`src/rtl/apb_payload_pkg.sv`:
```
// Shared types and widths for the APB payload writer.
package apb_payload_pkg;

   localparam int unsigned DATA_W     = 8;
   localparam int unsigned SIZE_W     = 5;
   localparam int unsigned ADDR_W_DEF = 8;

   typedef enum logic [1:0] {
      IDLE   = 2'd0,
      SETUP  = 2'd1,
      ACCESS = 2'd2,
      DONE   = 2'd3
   } wr_state_e;

   // Payload register set captured when a burst is accepted.
   typedef struct packed {
      logic [DATA_W-1:0] p0;
      logic [DATA_W-1:0] p1;
      logic [SIZE_W-1:0] size;
   } payload_t;

endpackage

```
`src/rtl/apb_wr_timer.sv`:
```
// ACCESS-phase watchdog: counts enabled cycles, flags the last allowed one.
// Only instantiated when APB_WR_TIMEOUT_EN is defined.
module apb_wr_timer #(
   parameter int unsigned TIMEOUT_CYC = 16
) (
   input  logic pclk,
   input  logic preset_n,
   input  logic enable,
   input  logic clear,
   output logic expired_c
);

   localparam int unsigned CNT_W = $clog2(TIMEOUT_CYC + 1);

   logic [CNT_W-1:0] cnt_q;

   always_ff @(posedge pclk or negedge preset_n) begin
      if (!preset_n) begin
         cnt_q <= '0;
      end else if (clear) begin
         cnt_q <= '0;
      end else if (enable) begin
         cnt_q <= cnt_q + CNT_W'(1);
      end
   end

   // High during the TIMEOUT_CYC-th enabled cycle.
   assign expired_c = enable && (cnt_q == CNT_W'(TIMEOUT_CYC - 1));

endmodule

```
`src/rtl/apb_payload_writer.sv`:
```
// APB write sequencer: streams the latched payload bytes as single-byte APB writes.
// Optional ACCESS-phase timeout is enabled by defining APB_WR_TIMEOUT_EN.
module apb_payload_writer
   import apb_payload_pkg::*;
#(
   parameter int unsigned ADDR_W       = ADDR_W_DEF,
   parameter int unsigned BASE_ADDR    = 0,
   parameter int unsigned ADDR_STEP    = 1,
   parameter bit          ABORT_ON_ERR = 1'b1,
   parameter int unsigned TIMEOUT_CYC  = 16
) (
   input  logic              pclk,
   input  logic              preset_n,
   input  logic              start,
   input  logic [DATA_W-1:0] payload_0,
   input  logic [DATA_W-1:0] payload_1,
   input  logic [SIZE_W-1:0] data_size,
   output logic              busy,
   output logic              done,
   output logic              err,
   output logic              timeout,
   output logic [ADDR_W-1:0] paddr,
   output logic              psel,
   output logic              penable,
   output logic              pwrite,
   output logic [DATA_W-1:0] pwdata,
   input  logic              pready,
   input  logic              pslverr
);

   wr_state_e         state_q, state_nxt;
   payload_t          pl_q, pl_nxt;
   logic [SIZE_W-1:0] idx_q, idx_nxt;
   logic [ADDR_W-1:0] paddr_nxt;
   logic [DATA_W-1:0] pwdata_nxt;
   logic              err_nxt;
   logic              tmo_q, tmo_nxt;
   logic              psel_nxt, penable_nxt, busy_nxt, done_nxt;
   logic              timer_expired;

`ifdef APB_WR_TIMEOUT_EN
   apb_wr_timer #(
      .TIMEOUT_CYC (TIMEOUT_CYC)
   ) u_timer (
      .pclk      (pclk),
      .preset_n  (preset_n),
      .enable    (state_q == ACCESS),
      .clear     (state_q != ACCESS),
      .expired_c (timer_expired)
   );
`else
   // ACCESS waits on pready indefinitely in this build.
   assign timer_expired = 1'b0;
   if (TIMEOUT_CYC == 0) begin : g_timeout_unused
   end
`endif

   // State, datapath and registered outputs.
   always_ff @(posedge pclk or negedge preset_n) begin
      if (!preset_n) begin
         state_q <= IDLE;
         pl_q    <= '0;
         idx_q   <= '0;
         paddr   <= '0;
         pwdata  <= '0;
         psel    <= 1'b0;
         penable <= 1'b0;
         busy    <= 1'b0;
         done    <= 1'b0;
         err     <= 1'b0;
         tmo_q   <= 1'b0;
      end else begin
         state_q <= state_nxt;
         pl_q    <= pl_nxt;
         idx_q   <= idx_nxt;
         paddr   <= paddr_nxt;
         pwdata  <= pwdata_nxt;
         psel    <= psel_nxt;
         penable <= penable_nxt;
         busy    <= busy_nxt;
         done    <= done_nxt;
         err     <= err_nxt;
         tmo_q   <= tmo_nxt;
      end
   end

   // Next-state and next-output logic; outputs follow the state being entered.
   always_comb begin
      state_nxt  = state_q;
      pl_nxt     = pl_q;
      idx_nxt    = idx_q;
      paddr_nxt  = paddr;
      pwdata_nxt = pwdata;
      err_nxt    = err;
      tmo_nxt    = tmo_q;

      case (state_q)
         IDLE: begin
            if (start) begin
               pl_nxt.p0   = payload_0;
               pl_nxt.p1   = payload_1;
               pl_nxt.size = data_size;
               idx_nxt     = '0;
               err_nxt     = 1'b0;
               tmo_nxt     = 1'b0;
               paddr_nxt   = ADDR_W'(BASE_ADDR);
               pwdata_nxt  = payload_0;
               state_nxt   = (data_size == '0) ? DONE : SETUP;
            end
         end
         SETUP: begin
            state_nxt = ACCESS;
         end
         ACCESS: begin
            if (pready) begin
               if (pslverr) begin
                  err_nxt = 1'b1;
               end
               if (pslverr && ABORT_ON_ERR) begin
                  state_nxt = DONE;
               end else if (idx_q == SIZE_W'(pl_q.size - SIZE_W'(1))) begin
                  state_nxt = DONE;
               end else begin
                  // Next byte index flips parity, so pick the other payload.
                  idx_nxt    = idx_q + SIZE_W'(1);
                  paddr_nxt  = paddr + ADDR_W'(ADDR_STEP);
                  pwdata_nxt = idx_q[0] ? pl_q.p0 : pl_q.p1;
                  state_nxt  = SETUP;
               end
            end else if (timer_expired) begin
               err_nxt   = 1'b1;
               tmo_nxt   = 1'b1;
               state_nxt = DONE;
            end
         end
         DONE: begin
            state_nxt = IDLE;
         end
         default: begin
            state_nxt = IDLE;
         end
      endcase

      psel_nxt    = (state_nxt == SETUP) || (state_nxt == ACCESS);
      penable_nxt = (state_nxt == ACCESS);
      busy_nxt    = (state_nxt != IDLE);
      done_nxt    = (state_nxt == DONE);
   end

   assign pwrite  = psel;
   assign timeout = tmo_q;

endmodule

```
`config.mk`:
```
export PLATFORM = sky130hd
export DESIGN_NAME = apb_payload_writer
export DESIGN_NICKNAME = d
export VERILOG_FILES = /design/src/rtl/apb_payload_pkg.sv /design/src/rtl/apb_wr_timer.sv /design/src/rtl/apb_payload_writer.sv
export SDC_FILE = /design/constraint.sdc
export NUM_CORES = 1
export LEC_CHECK = 0
export CAP_MARGIN = 10
export CORE_MARGIN = 2
export CORE_UTILIZATION = 47
export DETAILED_ROUTE_END_ITERATION = 12
export HOLD_SLACK_MARGIN = 0.06
export PLACE_DENSITY = 0.77
export SETUP_SLACK_MARGIN = 0.4
export SLEW_MARGIN = 20
export SYNTH_ARGS = -nofsm -noshare
export SYNTH_HDL_FRONTEND = slang
export SYNTH_SLANG_ARGS = --single-unit
```
`constraint.sdc`:
```
create_clock -name pclk -period 3.1 [get_ports pclk]
set_input_delay 0.93 -clock pclk [delete_from_list [all_inputs] [get_ports pclk]]
set_output_delay 0.93 -clock pclk [all_outputs]
set_load 0.05 [all_outputs]
```
==> reports/qor.csv <==
stage;metric;value;unit
cts;Clock Tree Root;clkbuf_8;
final_layout;Final #Nets;309;
setup_path;worst flop-to-flop path endpoint;pwdata[6]$_DFFE_PN0P_;
routing;routed length per instance;13.3;um
floorplanning;Std-Cell Rows;25;
synthesis;post-synthesis xor/xnor area fraction;0.0185;
synthesis;simple logic cell fraction of the synthesized area;0.186;
timing;Final Max Slew Viols;0;
cts;Clock Sinks;49;
synthesis;Post-synth EDFFs;0;
power_and_ir_drop;Peak VDD IR;0.563;mV
synthesis;Avg Cell Area, Syn;10.3;um2
floorplanning;Die W;75.0;um
synthesis;syn nets;262;
routing;Vias;1826;
hold_path;Worst Hold Path Cells;1;
global_route;largest net degree at the start of global routing;28;
setup_path;critical path's slowest cell;clkdlybuf4s50_1;
timing;final worst slack;569;ps
setup_path;Setup CP Type;reg -> out;
cts;Max clock buf depth;2;
setup_path;Worst EP arrival;1600;ps
timing;endpoints failing hold;0;
routing;DR pass1 iterations;4;
hold_path;Hold Crit Class;reg -> reg;
cts;CTS tree;built;
setup_path;Critical Path End;paddr[0];
synthesis;post-synthesis mux area share;0.0686;
synthesis;FFs w/ async S/R, synth;1.00;
hold_path;hold_sp;pl_q[13]$_DFFE_PN0P_;
power_and_ir_drop;Pleak;1.38;nW
synthesis;Distinct cells, synth;41;
timing;number of endpoints failing setup at the final stage;0;
final_layout;Cell Count, Final, Fillers Out;345;
global_route;GRT overflow;0;
setup_path;CP max FO;6;
setup_path;Crit. Startpoint;paddr[0]$_DFFE_PN0P_;
cts;Clock Latency Late Sink;300;ps
place;Cells after DPL;337;
cts;hold buffers post-CTS;0;
synthesis;Mapped Area;2370;um2
place;Final HPWL DP;3.30;mm
global_route;GRT Total Usage;0.186;
global_route;number of global-route vias before repair;1743;
floorplanning;# IOs;49;
setup_path;Largest stage delay, worst path;840;ps
final_layout;share of post-route cells with drive strength above 1;0.108;
cts;post-CTS setup buffer count;0;
timing;fmax;395;MHz
timing;Worst Tran Pin Value;485;ps
floorplanning;Initial Util;0.495;
setup_path;CP Data Required Time;2170;ps
routing;initial drt markers;118;
final_layout;Layout Area Growth over Synthesis;26.6;%
routing;Detailed Route WL;4.60;mm
place;port bufs;47;
synthesis;yosys warns;0;
timing;RSZ-0062 raised after global routing;no;
cts;clock-pin slew on the worst setup and hold paths;90;ps
setup_path;CP Depth;1;
place;global placement routability congestion;0.808;
setup_path;r2r setup slk;580;ps
synthesis;Syn Inst Count;230;
synthesis;main flop type after synthesis;dfrtp_1;
global_route;first-pass GRT wire length;7.98;mm
setup_path;R2R cell count;7;
timing;final worst path period share;0.816;
synthesis;FF+latch count, synth;49;
power_and_ir_drop;PwrDens;932;nW/um2
synthesis;Seq/Total Area, Yosys;0.517;
outcome;run status;finished clean;
synthesis;Synth Area in Compound Gates;0.132;
timing;Clock Skews;9.76;ps
setup_path;CP cell instances;clkdlybuf4s50_1;
setup_path;Worst R2R Start;pl_q[0]$_DFFE_PN0P_;
timing;minimum clock period;2530;ps
setup_path;Top delay family on crit path;buffers and inverters;
routing;via-per-instance ratio;5.29;
floorplanning;die height;75.0;um
place;Placement Setup Slack;189;ps
floorplanning;core area;4790;um2
cts;H-tree depth;2;
routing;Antenna Violating Nets Remaining;0;
timing;Slew headroom;0.673;
timing;setup TNS;0;ps
global_route;initial antenna violation count;0;
final_layout;n_diodes;0;
synthesis;post-synthesis adder-cell area fraction;0.0317;
setup_path;CP startpoint kind;flip-flop;
floorplanning;die footprint;5630;um2
synthesis;largest family of logic cells by synthesized area;simple AND/OR/NAND/NOR gates;
setup_path;Crit. End Element;output pin;
routing;Residual DRC;0;
run;max-cap viol count;0;
setup_path;crit path buf inv count;1;
cts;CTS Buf Count;5;
[cell usage after synthesis, drive strengths merged, types with 2 or more instances]
| library cell | count | share of area |
|---|---|---|
| dfrtp | 49 | 0.52 |
| nand2 | 46 | 0.073 |
| mux2 | 10 | 0.047 |
| inv | 9 | 0.014 |
| a21o | 8 | 0.025 |
| a21oi | 8 | 0.017 |
| a221o | 8 | 0.034 |
| and2 | 8 | 0.021 |
| clkbuf | 8 | 0.013 |
| buf | 6 | 0.017 |
| ha | 6 | 0.032 |
| or4 | 6 | 0.019 |
| mux2i | 5 | 0.021 |
| nand3 | 5 | 0.011 |
| nor3 | 5 | 0.011 |
| o31ai | 5 | 0.016 |
| nand2b | 4 | 0.011 |
| nor2 | 4 | 0.0063 |
| o21ai | 4 | 0.0084 |
| xnor2 | 3 | 0.011 |
| nand4 | 2 | 0.0053 |
| nor2b | 2 | 0.0053 |
| nor4 | 2 | 0.0053 |
| or2 | 2 | 0.0053 |
| xor2 | 2 | 0.0074 |
[cell families after synthesis]
group                      Yosys count
AOI/OAI and AO/OA                   41
muxes                               15
DFF                                 49
xor gates and xnor gates             5
buffers and inverters               23
adders and majority gates            6
other                                1
and+or+nand+nor                     90
[per-stage QoR]
stage / power [W] / instance area, um2 / utilization / hold slack, ps
6_report: 0.00280 / 3000 / 0.627 / 479
5_1_grt: 0.00300 / 3000 / 0.627 / 489
4_1_cts: 0.00283 / 3000 / 0.627 / 480
3_5_place_dp: 0.00243 / 2900 / 0.607 / 459
3_3_place_gp: 0.00240 / 2900 / 0.607 / 454
2_1_floorplan: 0.00203 / 2370 / - / 442
[what timing repair did]
action                     4_1_cts  5_1_grt
hold endpoints to repair         0        0
setup endpoints to repair        0        2
gates resized for setup          0        1
[placed cells by master (no fill, tap or decap), types with 2 or more instances in the layout]
master	n
nand3_1	5
o31ai_1	5
and2_1	8
a221o_1	8
a21o_1	8
clkbuf_8	6
dfrtp_1	49
xnor2_1	3
nor2_1	3
a21oi_1	8
o21ai_0	4
nand2_1	45
nand4_1	2
buf_4	7
mux2_2	10
ha_1	6
or4_1	6
xor2_1	2
mux2i_1	5
clkdlybuf4s50_1	46
inv_1	9
nor3_1	5
nor2b_1	2
nand2b_1	4
nor4_1	2
[flip-flops by register name, summed over array words and instances (netlist names)]
signal and cells:
idx_q 5, pwdata 8, busy 1, psel 1
penable 1, done 1, paddr 8, state_q 2
pl_q 21, err 1
[where the power goes]
| group | leakage [nW] | switching (W) | internal [W] |
|---|---|---|---|
| clock | 0.0512 | 0.000208 | 0.000181 |
| combinational | 0.703 | 0.000791 | 0.000567 |
| sequential | 0.627 | 0.000171 | 0.000882 |
[how the worst min path moves through the flow]
stage,slack [ps],end
floorplan,440,pl_q[10]$_DFFE_PN0P_
global placement,450,pl_q[20]$_DFFE_PN0P_
detailed placement,460,pl_q[13]$_DFFE_PN0P_
CTS,480,pl_q[13]$_DFFE_PN0P_
global route,490,pl_q[13]$_DFFE_PN0P_
finish,480,pl_q[13]$_DFFE_PN0P_
[cell type report]
| class | count | area, um2 |
|---|---|---|
| repair buffers | 54 | 518 |
| clock buffers | 6 | 82.6 |
| inverters | 9 | 33.8 |
| flip-flops and latches | 49 | 1230 |
| clock inverters | 2 | 13.8 |
| multi-input cells | 158 | 1040 |
| fillers | 417 | 1780 |
| well taps | 67 | 83.8 |
[routing by layer]
metal	GRT usage	wire length, um
met1	0.264	2180
met2	0.285	2140
met3	0.0375	210
met4	0.0655	74
met5	0	0
No activity file was read; power rests on OpenSTA's default activity.
